<file path="src/rtl/sdram_bridge_pkg.sv">
// sdram_bridge_pkg: shared FSM state type and SDRAM address-window check for the APB bridge
package sdram_bridge_pkg;

    typedef enum logic [2:0] {IDLE, ISSUE, WAIT_ACK, RESP, ERR, NOP} bridge_state_t;

    // Both operands are zero-extended by the caller, so comparing above size_log2 is a window hit
    function automatic logic in_window(input logic [63:0] addr, input logic [63:0] base,
                                       input int unsigned size_log2);
        return (addr >> size_log2) == (base >> size_log2);
    endfunction

endpackage

</file>
<file path="src/rtl/rr_arbiter.sv">
// rr_arbiter: round-robin arbiter; the requester after the last winner has highest priority
module rr_arbiter #(
    parameter int N = 2,
    localparam int IW = (N > 1) ? $clog2(N) : 1
) (
    input  logic          clock,
    input  logic          reset,
    input  logic [N-1:0]  req_i,
    input  logic          advance_i,
    output logic [N-1:0]  grant_o,
    output logic [IW-1:0] grant_idx_o
);

    logic [IW-1:0] ptr_q, ptr_d;
    logic          found;

    always_ff @(posedge clock) begin
        if (reset) ptr_q <= IW'(N - 1);
        else       ptr_q <= ptr_d;
    end

    // Second loop overrides the first, so ports above the pointer beat the wrapped-around ones
    always_comb begin
        found = |req_i;
        grant_idx_o = '0;
        for (int p = N - 1; p >= 0; p--)
            if (req_i[p] && p <= int'(ptr_q)) grant_idx_o = IW'(p);
        for (int p = N - 1; p >= 0; p--)
            if (req_i[p] && p > int'(ptr_q)) grant_idx_o = IW'(p);
        grant_o = found ? N'(1) << grant_idx_o : '0;
        ptr_d = (advance_i && found) ? grant_idx_o : ptr_q;
    end

endmodule

</file>
<file path="src/rtl/sdram_apb_arb_bridge.sv">
// sdram_apb_arb_bridge: round-robin multi-port APB front end for the SDRAM core req/accept/ack interface
module sdram_apb_arb_bridge
    import sdram_bridge_pkg::*;
#(
    parameter int                NUM_PORTS = 2,
    parameter int                ADDR_W    = 32,
    parameter int                DATA_W    = 32,
    parameter logic [ADDR_W-1:0] BASE_ADDR = 32'hA000_0000,
    parameter int unsigned       SIZE_LOG2 = 25,
    localparam int               STRB_W    = DATA_W / 8,
    localparam int               IW        = (NUM_PORTS > 1) ? $clog2(NUM_PORTS) : 1
) (
    input  logic                          clock,
    input  logic                          reset,
    input  logic [NUM_PORTS-1:0]          in_psel,
    input  logic [NUM_PORTS-1:0]          in_penable,
    input  logic [NUM_PORTS-1:0]          in_pwrite,
    input  logic [NUM_PORTS*ADDR_W-1:0]   in_paddr,
    input  logic [NUM_PORTS*DATA_W-1:0]   in_pwdata,
    input  logic [NUM_PORTS*STRB_W-1:0]   in_pstrb,
    input  logic [NUM_PORTS*3-1:0]        in_pprot,
    output logic [NUM_PORTS-1:0]          in_pready,
    output logic [NUM_PORTS*DATA_W-1:0]   in_prdata,
    output logic [NUM_PORTS-1:0]          in_pslverr,
    output logic [STRB_W-1:0]             core_wr_o,
    output logic                          core_rd_o,
    output logic [ADDR_W-1:0]             core_addr_o,
    output logic [DATA_W-1:0]             core_wdata_o,
    input  logic                          core_accept_i,
    input  logic                          core_ack_i,
    input  logic                          core_error_i,
    input  logic [DATA_W-1:0]             core_rdata_i
);

    localparam logic [ADDR_W-1:0] OFFS_MASK = ADDR_W'((64'd1 << SIZE_LOG2) - 64'd1);

    bridge_state_t        state_q, state_d;
    logic [IW-1:0]        gnt_q, gnt_d, gnt_idx;
    logic [NUM_PORTS-1:0] gnt_oh;
    logic [ADDR_W-1:0]    addr_q, addr_d, paddr_g;
    logic [DATA_W-1:0]    wdata_q, wdata_d, rdata_q, rdata_d;
    logic [STRB_W-1:0]    strb_q, strb_d, pstrb_g;
    logic                 write_q, write_d, err_q, err_d, start;
    logic                 unused;

    assign start        = state_q == IDLE && |in_psel;
    assign paddr_g      = in_paddr[gnt_idx*ADDR_W +: ADDR_W];
    assign pstrb_g      = in_pstrb[gnt_idx*STRB_W +: STRB_W];
    assign core_addr_o  = addr_q;
    assign core_wdata_o = wdata_q;
    assign unused       = ^{in_penable, in_pprot, gnt_oh};

    rr_arbiter #(.N(NUM_PORTS)) u_arb (
        .clock       (clock),
        .reset       (reset),
        .req_i       (in_psel),
        .advance_i   (start),
        .grant_o     (gnt_oh),
        .grant_idx_o (gnt_idx)
    );

    always_ff @(posedge clock) begin
        if (reset) begin
            state_q <= IDLE;
            gnt_q   <= '0;
            addr_q  <= '0;
            wdata_q <= '0;
            strb_q  <= '0;
            write_q <= 1'b0;
            rdata_q <= '0;
            err_q   <= 1'b0;
        end else begin
            state_q <= state_d;
            gnt_q   <= gnt_d;
            addr_q  <= addr_d;
            wdata_q <= wdata_d;
            strb_q  <= strb_d;
            write_q <= write_d;
            rdata_q <= rdata_d;
            err_q   <= err_d;
        end
    end

    always_comb begin
        state_d    = state_q;
        gnt_d      = gnt_q;
        addr_d     = addr_q;
        wdata_d    = wdata_q;
        strb_d     = strb_q;
        write_d    = write_q;
        rdata_d    = rdata_q;
        err_d      = err_q;
        core_rd_o  = 1'b0;
        core_wr_o  = '0;
        in_pready  = '0;
        in_pslverr = '0;
        in_prdata  = '0;
        case (state_q)
            IDLE: if (start) begin
                gnt_d   = gnt_idx;
                addr_d  = paddr_g & OFFS_MASK;
                wdata_d = in_pwdata[gnt_idx*DATA_W +: DATA_W];
                strb_d  = pstrb_g;
                write_d = in_pwrite[gnt_idx];
                state_d = !in_window(64'(paddr_g), 64'(BASE_ADDR), SIZE_LOG2) ? ERR
                        : (in_pwrite[gnt_idx] && pstrb_g == '0) ? NOP : ISSUE;
            end
            ISSUE: begin
                core_rd_o = !write_q;
                core_wr_o = write_q ? strb_q : '0;
                if (core_accept_i) state_d = core_ack_i ? RESP : WAIT_ACK;
            end
            WAIT_ACK: if (core_ack_i) state_d = RESP;
            RESP, ERR, NOP: begin
                in_pready[gnt_q]  = 1'b1;
                in_pslverr[gnt_q] = state_q == ERR || (state_q == RESP && err_q);
                in_prdata[gnt_q*DATA_W +: DATA_W] = (state_q == RESP && !write_q) ? rdata_q : '0;
                state_d = IDLE;
            end
            default: state_d = IDLE;
        endcase
        if (core_ack_i && ((state_q == ISSUE && core_accept_i) || state_q == WAIT_ACK)) begin
            rdata_d = core_rdata_i;
            err_d   = core_error_i;
        end
    end

endmodule

</file>
<file path="config.mk">
export PLATFORM = sky130hd
export DESIGN_NAME = sdram_apb_arb_bridge
export DESIGN_NICKNAME = d
export VERILOG_FILES = /design/src/rtl/sdram_bridge_pkg.sv /design/src/rtl/rr_arbiter.sv /design/src/rtl/sdram_apb_arb_bridge.sv
export SDC_FILE = /design/constraint.sdc
export NUM_CORES = 1
export LEC_CHECK = 0
export CORE_MARGIN = 8
export CORE_UTILIZATION = 33
export CTS_BUF_LIST = sky130_fd_sc_hd__clkbuf_16
export CTS_CLUSTER_DIAMETER = 80
export CTS_CLUSTER_SIZE = 40
export DETAILED_ROUTE_END_ITERATION = 8
export PLACE_DENSITY = 0.78
export SETUP_SLACK_MARGIN = 0.15
export SLEW_MARGIN = 20
export SYNTH_ARGS = -nofsm -noshare
export SYNTH_HDL_FRONTEND = slang
export SYNTH_SLANG_ARGS = --single-unit
</file>
<file path="constraint.sdc">
create_clock -name clock -period 1.6 [get_ports clock]
set_input_delay 0.16 -clock clock [delete_from_list [all_inputs] [get_ports clock]]
set_output_delay 0.16 -clock clock [all_outputs]
set_load 0.1 [all_outputs]
</file>
==> results of run 1 <==
==> worst reg2reg max path, stage by stage (launching register included) <==
cell	delay (ps)
dfxtp_2	320
buf_4	130
buf_6	100
buf_6	120
nor3_4	190
buf_6	140
o21a_4	180
buf_6	120
buf_12	110
buf_12	120
buf_16	130
a211oi_2	70
==> timing repair <==
action                     4_1_cts  5_1_grt
gates cloned                    26        1
hold endpoints to repair         0        0
resized for setup              121       71
setup endpoints to repair      168      172
pin swaps                       50       14
setup buffers                   42        6
==> cell type report <==
type / count / share of cell area
repair buffers: 405 / 0.506
clock inverters: 7 / 0.00231
multi-input cells: 375 / 0.283
flip-flops and latches: 100 / 0.168
diodes: 4 / 0.000840
well taps: 184 / 0.0193
clock buffers: 9 / 0.0189
inverters: 2 / 0.000840
==> cells by family after synthesis <==
group,after synthesis
compound gates,78
mux,95
flops,100
simple gates,194
buf+inv,51
other cells,1
==> sequential cells by signal (all words and copies together), names as in the netlist <==
signal,count
gnt_q,1
rdata_q,32
state_q,3
err_q,1
write_q,1
core_wdata_o,32
u_arb.ptr_q,1
core_addr_o,25
strb_q,4
==> metrics by stage <==
stage / hold slack, ps / area [um^2] / power (uW)
floorplan: 307 / 5090 / 4570
global placement: 417 / 9690 / 5890
detailed placement: 420 / 9690 / 5940
CTS: 53.5 / 11500 / 8590
global route: 88.3 / 11900 / 9150
finish: 90.3 / 11900 / 8930
==> Yosys cell counts, types with 3 or more instances <==
master / count
dfxtp_1: 100
nor2_1: 99
mux2i_1: 95
and2_1: 64
a211oi_1: 63
clkbuf_1: 17
buf_2: 16
buf_4: 11
a21oi_1: 5
and3_1: 5
nand2b_1: 5
nand3b_1: 5
buf_6: 3
nor3_1: 3
==> power by group <==
| part | internal, uW | leakage [uW] | total [uW] | switching, uW |
|---|---|---|---|---|
| Sequential | 2660 | 0.000824 | 2900 | 236 |
| Combinational | 1860 | 0.00367 | 4070 | 2210 |
| Clock | 1020 | 0.000136 | 1960 | 938 |
| Total | 5540 | 0.00463 | 8930 | 3380 |
==> metal layers <==
metal / routed length, um / vias to the layer above / share of wire / GRT usage
met2: 14200 / 333 / 0.51 / 0.472
met4: 1380 / 0 / 0.050 / 0.124
met1: 9530 / 2730 / 0.34 / 0.261
met5: 0 / - / 0 / 0
li1: - / 2549 / - / -
met3: 2510 / 91 / 0.091 / 0.0907
==> worst max path at each step <==
stage / depth (start not counted) / slack (ps) / to
floorplan: 5 / -100 / in_prdata[33]
detailed placement: 5 / -180 / core_wdata_o[5]$_SDFFE_PP0P_
global route: 5 / -450 / in_prdata[63]
global placement: 5 / -120 / strb_q[0]$_SDFFE_PP0P_
finish: 5 / -390 / in_prdata[32]
CTS: 5 / -360 / in_prdata[63]
==> out/qor.tcl, run 1 <==
set qor(post_synth_main_area_contributors) {dfxtp_1 42%, mux2i_1 20%, a211oi_1 9.8%}
set qor(post_synth_fa_ha_maj_area_fraction) 0
set qor(numPortBuffers) 306
set qor(period_needed_ps) 1990
set qor(boundaryPins) 322
set qor(postSynth.topFlopCell) {dfxtp_1}
set qor(fill_cells) 695
set qor(layout_common_cells) {175 x clkdlybuf4s50_1, 153 x buf_12, 97 x dfxtp_1}
set qor(finalWeightedCongestion) 0.797
set qor(drc_errors) 0
set qor(drive_gt1_frac) 0.478
set qor(multiInputGateArea_um2) 3370
set qor(cts.clk_slew.worst_paths_ps) 70
set qor(cp-end-kind) {output pin}
set qor(critical-path-top-cell-by-count) {buf_12}
set qor(clock-skew-final_ps) 10.2
set qor(cell_row_count) 44
set qor(syn-instance-count) 519
set qor(cp_data_arrival_time_ps) 1830
set qor(worstSkewPairLatency_ps) 340
set qor(layout_commonest_cell) {clkdlybuf4s50_1}
set qor(vdd_ir_drop_max_mv) 0.629
set qor(total_grt_overflow) 0
set qor(maxClockFrequency_mhz) 502
set qor(critical_path.slowest_cell) {dfxtp_4}
set qor(startpoint_kind_of_the_worst_setup_timing_path) {flop}
set qor(max-cap-violations) 0
set qor(power_per_cell_area_nw_per_um2) 749
set qor(fin_setup_tns_ps) -44710
set qor(critical_path_class) {flop to output pin}
set qor(netlist-cell-type-count) 37
set qor(top_delay_family_on_crit_path) {simple AND/OR/NAND/NOR gates}
set qor(design.core.area_um2) 14400
set qor(grt_use_total) 0.260
set qor(post_syn_area_um2) 4810
set qor(seq_area_um2) 2010
set qor(synth-xor-area-share) 0
set qor(syn_to_final_growth_pct) 148
set qor(synth_compound_area_frac) 0.120
set qor(worst_r2r_startpoint) {state_q[2]$_SDFFE_PP0P_}
set qor(post-place-ws_ps) -184
set qor(largest_family_of_logic_cells_by_synthesized_area) {simple AND/OR/NAND/NOR gates}
set qor(synthSimpleGateAreaFrac) 0.208
set qor(final-setup-viol-count) 169
set qor(synthesis.area_per_instance_um2) 9.27
set qor(cts_root_buf) {clkbuf_16}
set qor(r2r.worst_path.cells) 11
set qor(initial_core_util) 0.335
set qor(min_to) {state_q[1]$_SDFFE_PP0P_}
set qor(worst-slew-pin-transition_ps) 811
set qor(worstSetupStartpoint) {state_q[1]$_SDFFE_PP0P_}
set qor(hpwl_mm) 15.9
set qor(finalWirelength_mm) 27.7
set qor(fp.dieH_um) 137
set qor(min_path_cells) 2
set qor(die_width_um) 137
set qor(synth_top_area_cell) {dfxtp_1}
set qor(timing_max_transition_violations_final) 0
set qor(stdcell_count) 1086
set qor(number_of_detailed_routing_iterations_run_before_antenna_repair) 4
set qor(routedWlPerCell_um) 25.5
set qor(worst_reg2reg_endpoint) {core_addr_o[7]$_SDFFE_PP0P_}
set qor(wire_length_of_the_first_global_routing_pass_mm) 37.0
set qor(antenna_left) 0
set qor(clock_tree.htree_level_count) 3
set qor(yosys.area.top_type_share) 0.416
set qor(worstPathRequired_ps) 1440
set qor(nets) 1078
set qor(grt_antenna_before_repair) 2
set qor(worstPathMaxFanout) 32
set qor(setup_repair_after_global_routing_missed_its_margin) {yes}
set qor(yosysSeqAreaShare) 0.416
set qor(power.leakage_uw) 0.00463
set qor(holdCritStartpoint) {reset}
set qor(drt-initial-drc-count) 220
set qor(cts_tree) {built}
set qor(cts_buffer_depth) 2
set qor(route.detailed.vias_per_inst) 5.25
set qor(asyncSetResetFlopFracSynth) 0
set qor(worstHoldPathType) {input port to flop}
set qor(synth_mux_area_frac) 0.198
set qor(cp_cell_sequence) {nand3b_1, nor3b_4, buf_12, and2_2, buf_12}
set qor(cts_made_buffers) 9
set qor(cp.buffers_inverters) 2
set qor(dr_total_vias) 5703
set qor(postCtsHoldBufs) 0
set qor(synth.ff_latch_count) 100
set qor(first_global_vias) 6293
set qor(hold_viol) 0
set qor(rrSetupSlack_ps) -290
set qor(postLayoutCoreUtil) 0.830
set qor(outcome) {finished, violations left}
set qor(cts_sinks) 100
set qor(fin_crit_share) 1.24
set qor(violations) {setup timing}
set qor(grt_start_max_net_pins) 49
set qor(dp_cells) 991
set qor(yosysWarningCount) 0
set qor(critPathMaxStageDelay_ps) 390
set qor(timing.max_slew.rel_slack) 0.459
set qor(layout_setup_ws_ps) -391
set qor(synth_edf_count) 0
set qor(fp.dieArea_um2) 18700
Note: power is estimated with default switching activity, not from simulation.
==> run 2, diff against run 1 <==
--- a/config.mk
+++ b/config.mk
@@ -5,13 +5,16 @@
 export SDC_FILE = /design/constraint.sdc
 export NUM_CORES = 1
 export LEC_CHECK = 0
+export CELL_PAD_IN_SITES_DETAIL_PLACEMENT = 0
+export CELL_PAD_IN_SITES_GLOBAL_PLACEMENT = 1
+export CORE_ASPECT_RATIO = 1.4
 export CORE_MARGIN = 8
-export CORE_UTILIZATION = 33
+export CORE_UTILIZATION = 23
 export CTS_BUF_LIST = sky130_fd_sc_hd__clkbuf_16
 export CTS_CLUSTER_DIAMETER = 80
 export CTS_CLUSTER_SIZE = 40
 export DETAILED_ROUTE_END_ITERATION = 8
-export PLACE_DENSITY = 0.78
+export PLACE_DENSITY_LB_ADDON = 0.1
 export SETUP_SLACK_MARGIN = 0.15
 export SLEW_MARGIN = 20
 export SYNTH_ARGS = -nofsm -noshare
==> run 2 against run 1 <==
Net effect:
- the flow still finishes with violations (setup timing)
- via count down 7.5%
- final cell count grew 5.8%
- clock-buffer cell count is the same
- non-clock buffer count fell by 4
- sequential power is essentially flat
- critical path depth increased by 1
- worst setup slack worse by 0.51 ps
- largest cell class unchanged
- largest power group unchanged
==> out/qor.tcl, run 2 (synthesized netlist as in run 1, its figures left out) <==
set qor(outcome) {finished, violations left}
set qor(violations) {setup timing}
set qor(power_per_cell_area_nw_per_um2) 760 ;# +1.4%
set qor(drc_errors) 0 ;# unchanged
set qor(power_report.internal_total_uw) 5690 ;# +2.6%
set qor(postLayoutCoreUtil) 0.573 ;# -0.256
set qor(final-setup-viol-count) 170 ;# +0.59%
set qor(share_clk_of_total_power) 0.245 ;# +0.025
set qor(finalWeightedCongestion) 0.708 ;# -11%
set qor(fin_crit_share) 1.24 ;# about the same
set qor(cp_data_arrival_time_ps) 1830 ;# about the same
set qor(timing_max_transition_violations_final) 0 ;# unchanged
set qor(first_global_vias) 5834 ;# -7.3%
set qor(boundaryPins) 322 ;# unchanged
set qor(antenna_left) 0 ;# unchanged
set qor(route.detailed.vias_per_inst) 4.59 ;# -13%
set qor(layout_common_cells) {175 x clkdlybuf4s50_1, 152 x buf_12, 97 x dfxtp_1}
set qor(grt_start_max_net_pins) 44 ;# -10%
set qor(routedWlPerCell_um) 19.5 ;# -23%
set qor(fill_cells) 1743 ;# +150%
set qor(portion_of_total_power_attributed_to_combinational_logic) 0.434 ;# -0.021
set qor(antenna_cells_inserted) 0 ;# -4
set qor(power.sequential.fraction) 0.321 ;# -0.004
set qor(cell_row_count) 62 ;# +41%
set qor(vdd_ir_drop_max_mv) 0.446 ;# -29%
set qor(cts_made_buffers) 9 ;# unchanged
set qor(hpwl_mm) 16.1 ;# +1.0%
set qor(timing.max_slew.rel_slack) 0.599 ;# +0.140
set qor(worstPathRequired_ps) 1440 ;# about the same
set qor(critical_path_class) {flop to output pin}
set qor(post_dp_cell_area_um2) 9920 ;# +2.3%
set qor(max-cap-violations) 0 ;# unchanged
set qor(clock-skew-final_ps) 11.8 ;# +1.66 ps
set qor(initial_core_util) 0.234 ;# -0.101
set qor(fp.dieH_um) 187 ;# +37%
set qor(wire_length_of_the_first_global_routing_pass_mm) 34.0 ;# -8.1%
set qor(fp.dieArea_um2) 25900 ;# +38%
set qor(setup_repair_after_global_routing_missed_its_margin) {yes}
set qor(dr_total_vias) 5274 ;# -7.5%
set qor(final_area_um2) 11800 ;# -1.2%
set qor(power_uw) 8950 ;# +0.26%
set qor(maxClockFrequency_mhz) 502 ;# about the same
set qor(worstSkewPairLatency_ps) 350 ;# about the same
set qor(cts.clk_slew.worst_paths_ps) 70 ;# about the same
set qor(worstPathMaxFanout) 8 ;# -75%
set qor(numPortBuffers) 306 ;# unchanged
set qor(drt-initial-drc-count) 93 ;# -58%
set qor(worstHoldPathType) {input port to flop}
set qor(grt_use_total) 0.165 ;# -0.0954
set qor(total_grt_overflow) 0 ;# unchanged
set qor(grt_antenna_before_repair) 2 ;# unchanged
set qor(period_needed_ps) 1990 ;# +0.512 ps
set qor(layout_setup_ws_ps) -391 ;# -0.512 ps
set qor(power.leakage_uw) 0.00456 ;# -1.4%
set qor(switching_share) 0.364 ;# -0.0147
set qor(drive_gt1_frac) 0.455 ;# -0.0231
set qor(clock_tree.htree_level_count) 3 ;# unchanged
set qor(cts_root_buf) {clkbuf_16}
set qor(cts_buffer_depth) 2 ;# unchanged
set qor(worst-slew-pin-transition_ps) 602 ;# -209 ps
set qor(layout_commonest_cell) {clkdlybuf4s50_1}
set qor(cts_tree) {built}
set qor(die_width_um) 138 ;# +1.1%
set qor(postCtsHoldBufs) 0 ;# unchanged
set qor(syn_to_final_growth_pct) 145
set qor(cts_sinks) 100 ;# unchanged
set qor(nets) 1073 ;# -0.46%
set qor(cp-end-kind) {output pin}
set qor(finalWirelength_mm) 22.4 ;# -19%
set qor(number_of_detailed_routing_iterations_run_before_antenna_repair) 4 ;# unchanged
set qor(design.core.area_um2) 20600 ;# +43%
set qor(worst_hold_slack_ps) 306 ;# +215 ps
set qor(hold_viol) 0 ;# unchanged
set qor(startpoint_kind_of_the_worst_setup_timing_path) {flop}
set qor(power_switching_uw) 3260 ;# -3.6%
==> run 2: changes by cell type in the layout (fill, tap and decap cells not counted), moves of 4 or more <==
cell | previous run | this run
diode_2 | 4 | 0
buf_16 | 24 | 20
a211oi_1 | 3 | 9
nor2_1 | 63 | 75
buf_6 | 30 | 16
buf_8 | 1 | 6
nor2_2 | 23 | 12
buf_4 | 20 | 30
==> run 2: path summary, 6_finish.rpt <==
path	end	slack [ps]	start	cells after the start
min reg2reg	rdata_q[21]$_SDFFE_PP0P_	520	rdata_q[21]$_SDFFE_PP0P_	2
max	in_prdata[32]	-390	state_q[2]$_SDFFE_PP0P_	6
min	gnt_q$_SDFFE_PP0P_	310	reset	2
max reg2reg	strb_q[3]$_SDFFE_PP0P_	-290	state_q[2]$_SDFFE_PP0P_	12
==> run 2: per-stage QoR <==
step           instances  setup TNS [ps]  setup WS [ps]
3_3_place_gp        1078           -2300           -202
2_1_floorplan        525           -5940           -103
6_report            1149          -45130           -391
4_1_cts             1142          -32430           -379
5_1_grt             1149          -58180           -465
3_5_place_dp        1078           -4370           -168
==> run 2: layout make-up <==
class	count	area (um^2)	share of cell area
clock buffer	9	225	0.0191
tap	256	320	0.0272
timing repair buffer	401	5900	0.501
inverter	2	10.0	0.000850
multi-input combinational	374	3250	0.276
clock inverter	7	68.8	0.00584
sequential	100	2010	0.170
==> run 2: power groups by stage <==
stage	registers, uW	logic [uW]	clock network (uW)
after floorplan	3920	650	0
after global placement	2890	3080	0
after detailed placement	2900	3100	0
after CTS	2870	3790	2290
after global routing	2890	4030	2400
final	2870	3880	2200
==> run 2: layer usage <==
| layer | wire length (um) | part of all wire | global-route usage | vias to the layer above |
|---|---|---|---|---|
| met3 | 1820 | 0.081 | 0.0681 | 25 |
| met1 | 7960 | 0.36 | 0.155 | 2500 |
| met2 | 12200 | 0.54 | 0.315 | 208 |
| li1 | - | - | - | 2537 |
| met5 | 27 | 0.0012 | 0 | - |
| met4 | 430 | 0.019 | 0.0495 | 4 |
==> run 2: worst max-delay path: stages, from the launching register on <==
cell and delay [ps]:
dfxtp_2 320, nand3b_1 250, nor3b_4 220, buf_6 190
clkbuf_16 180, and2_4 150, buf_12 170
==> run 2: timing repair <==
action	4_1_cts	5_1_grt
hold endpoints to repair	0	0
pin swaps	49	18
resized for setup	111	43
gates cloned	21	1
endpoints found under the setup margin	138	172
buffers inserted	27	6
==> run 3, diff against run 2 <==
--- a/config.mk
+++ b/config.mk
@@ -10,7 +10,6 @@
 export CORE_ASPECT_RATIO = 1.4
 export CORE_MARGIN = 8
 export CORE_UTILIZATION = 23
-export CTS_BUF_LIST = sky130_fd_sc_hd__clkbuf_16
 export CTS_CLUSTER_DIAMETER = 80
 export CTS_CLUSTER_SIZE = 40
 export DETAILED_ROUTE_END_ITERATION = 8
==> run 3 against run 2 <==
Net effect:
- the run still ends with setup timing left
- total power rose by 0.39%
- first-iteration DRC count fell by 3.2%
- wire length fell by 0.59%
- register-to-register slack barely moved
- critical path type unchanged
- highest routed layer unchanged
- core utilization fell by 0.073 points
==> out/qor.tcl, run 3 (synthesized netlist as in run 1, its figures left out) <==
set qor(worst-slew-pin-transition_ps) 607 ;# +5.14 ps
set qor(worstHoldPathType) {input port to flop}
set qor(drc_errors) 0 ;# unchanged
set qor(number_of_detailed_routing_iterations_run_before_antenna_repair) 5 ;# +1
set qor(timing_max_transition_violations_final) 0 ;# unchanged
set qor(cts_made_buffers) 9 ;# unchanged
set qor(hpwl_mm) 16.1 ;# unchanged
set qor(portion_of_total_power_attributed_to_combinational_logic) 0.430 ;# -0.004
set qor(fill_cells) 1732 ;# -0.63%
set qor(cts_root_buf) {clkbuf_16}
set qor(r2r.worst_path.cells) 12 ;# unchanged
set qor(nets) 1072 ;# -0.093%
set qor(outcome) {finished, violations left}
set qor(violations) {setup timing}
set qor(finalWeightedCongestion) 0.708 ;# unchanged
set qor(layout_setup_ws_ps) -391 ;# +0.226 ps
set qor(cp_data_arrival_time_ps) 1830 ;# about the same
set qor(drt-initial-drc-count) 90 ;# -3.2%
set qor(fin_crit_share) 1.24 ;# about the same
set qor(seq_area_um2) 2010 ;# unchanged
set qor(design.core.area_um2) 20600 ;# unchanged
set qor(detailroute.wirelength.met3_mm) 1.85 ;# +1.3%
set qor(min_path_cells) 2 ;# unchanged
set qor(cts_buffer_depth) 2 ;# unchanged
set qor(cts.clk_slew.worst_paths_ps) 70 ;# about the same
set qor(finalWirelength_mm) 22.3 ;# -0.59%
set qor(switching_share) 0.363 ;# -0.00166
set qor(syn_to_final_growth_pct) 145
set qor(route.detailed.vias_per_inst) 4.58 ;# -0.14%
set qor(max-cap-violations) 0 ;# unchanged
set qor(boundaryPins) 322 ;# unchanged
set qor(antenna_left) 0 ;# unchanged
set qor(layout_common_cells) {175 x clkdlybuf4s50_1, 150 x buf_12, 97 x dfxtp_1}
set qor(power_switching_uw) 3260 ;# about the same
set qor(grt_start_max_net_pins) 44 ;# unchanged
set qor(fp.dieH_um) 187 ;# unchanged
set qor(power.leakage_uw) 0.00455 ;# -0.39%
set qor(fp.dieArea_um2) 25900 ;# unchanged
set qor(wl_met2_mm) 12.0 ;# -1.2%
set qor(fin_setup_tns_ps) -44010 ;# +1120 ps
set qor(initial_core_util) 0.234 ;# unchanged
set qor(period_needed_ps) 1990 ;# -0.226 ps
set qor(clock_tree.htree_level_count) 3 ;# unchanged
set qor(cts_sinks) 100 ;# unchanged
set qor(worstSkewPairLatency_ps) 350 ;# about the same
set qor(setup_repair_after_global_routing_missed_its_margin) {yes}
set qor(multiInputGateArea_um2) 3260 ;# +0.15%
set qor(highest_metal_used) {met5}
set qor(routedWlPerCell_um) 19.4 ;# -0.51%
set qor(worstPathMaxFanout) 8 ;# unchanged
set qor(antenna_cells_inserted) 0 ;# unchanged
set qor(power_report.internal_total_uw) 5730 ;# +0.65%
set qor(worst_r2r_startpoint) {state_q[2]$_SDFFE_PP0P_}
set qor(vdd_ir_drop_max_mv) 0.447 ;# +0.35%
set qor(grt_antenna_before_repair) 2 ;# unchanged
set qor(final-setup-viol-count) 170 ;# unchanged
set qor(maxClockFrequency_mhz) 502 ;# about the same
set qor(first_global_vias) 5800 ;# -0.58%
set qor(grt_use_total) 0.164 ;# -0.000788
set qor(worst_reg2reg_endpoint) {core_addr_o[16]$_SDFFE_PP0P_}
set qor(min_to) {gnt_q$_SDFFE_PP0P_}
set qor(critical_path_class) {flop to output pin}
set qor(wire_length_of_the_first_global_routing_pass_mm) 33.8 ;# -0.57%
set qor(cts_tree) {built}
set qor(share_clk_of_total_power) 0.251 ;# +0.006
set qor(die_width_um) 138 ;# unchanged
set qor(rrSetupSlack_ps) -290 ;# about the same
set qor(numPortBuffers) 306 ;# unchanged
set qor(power_uw) 8980 ;# +0.39%
set qor(holdCritStartpoint) {reset}
set qor(power_per_cell_area_nw_per_um2) 764 ;# +0.51%
set qor(startpoint_kind_of_the_worst_setup_timing_path) {flop}
set qor(worstPathRequired_ps) 1440 ;# about the same
set qor(layout_commonest_cell) {clkdlybuf4s50_1}
set qor(drt-met1-wl_mm) 7.91 ;# -0.65%
set qor(cell_row_count) 62 ;# unchanged
set qor(cp-end-kind) {output pin}
set qor(power.sequential.fraction) 0.320 ;# about the same
set qor(hold_viol) 0 ;# unchanged
set qor(timing.max_slew.rel_slack) 0.595 ;# -0.00343
set qor(total_grt_overflow) 0 ;# unchanged
set qor(clock-skew-final_ps) 11.1 ;# -0.769 ps
set qor(dr_total_vias) 5262 ;# -0.23%
set qor(drive_gt1_frac) 0.459 ;# +0.00387
run 3: cell count changes in the layout (fill, tap and decap cells not counted), moves of 2 or more:
cell	previous run	this run
buf_4	30	28
buf_12	152	150
nor2_1	75	72
buf_6	16	20
nor2_2	12	14
run 3: per-layer routing:
metal / global-route usage / vias up
met5: 0 / -
met4: 0.0516 / 4
met3: 0.0676 / 29
met2: 0.312 / 216
met1: 0.155 / 2477
li1: - / 2536
run 3: timing repair:
item,CTS,global route
gates cloned,21,1
endpoints found under the setup margin,138,172
gates resized for setup,113,50
pin swaps,48,24
buffers inserted,26,6
hold buffers,0,0
run 3: how the worst max path moves through the flow:
stage | startpoint | end | slack, ps | depth (start not counted)
2_1_floorplan | state_q[0]$_SDFFE_PP0P_ | in_prdata[33] | -100 | 5
3_3_place_gp | in_paddr[31] | state_q[2]$_SDFFE_PP0P_ | -200 | 6
3_5_place_dp | in_paddr[31] | state_q[2]$_SDFFE_PP0P_ | -170 | 6
4_1_cts | state_q[2]$_SDFFE_PP0P_ | in_prdata[11] | -380 | 6
5_1_grt | state_q[2]$_SDFFE_PP0P_ | in_prdata[4] | -470 | 6
6_report | state_q[2]$_SDFFE_PP0P_ | in_prdata[32] | -390 | 6
run 3: power groups by stage:
stage / Combinational (uW) / Sequential [uW] / Clock [uW]
finish: 3860 / 2870 / 2250
global route: 4000 / 2890 / 2450
CTS: 3780 / 2870 / 2350
detailed placement: 3100 / 2900 / 0
global placement: 3080 / 2890 / 0
floorplan: 650 / 3920 / 0
run 3: stage by stage:
| step | hold WS [ps] | cell area, um^2 | util | worst slack [ps] | instances |
|---|---|---|---|---|---|
| floorplan | 307 | 5090 | - | -103 | 525 |
| global placement | 497 | 9920 | 0.483 | -202 | 1078 |
| detailed placement | 502 | 9920 | 0.483 | -168 | 1078 |
| CTS | 297 | 11500 | 0.560 | -379 | 1141 |
| global route | 331 | 11800 | 0.572 | -465 | 1148 |
| finish | 308 | 11800 | 0.572 | -391 | 1148 |
run 3: critical path, cell delays in order, from the launching register on:
cell and delay, ps:
dfxtp_2 320, nand3b_1 250, nor3b_4 220, buf_6 190, clkbuf_16 180, and2_4 150
buf_12 170
run 3: area by class of cell:
type,count,share of cell area
Tap cell,256,0.0272
Clock buffer,11,0.0206
Inverter,2,0.000851
Sequential cell,100,0.170
Multi-Input combinational cell,374,0.277
Timing Repair Buffer,400,0.499
Clock inverter,5,0.00521
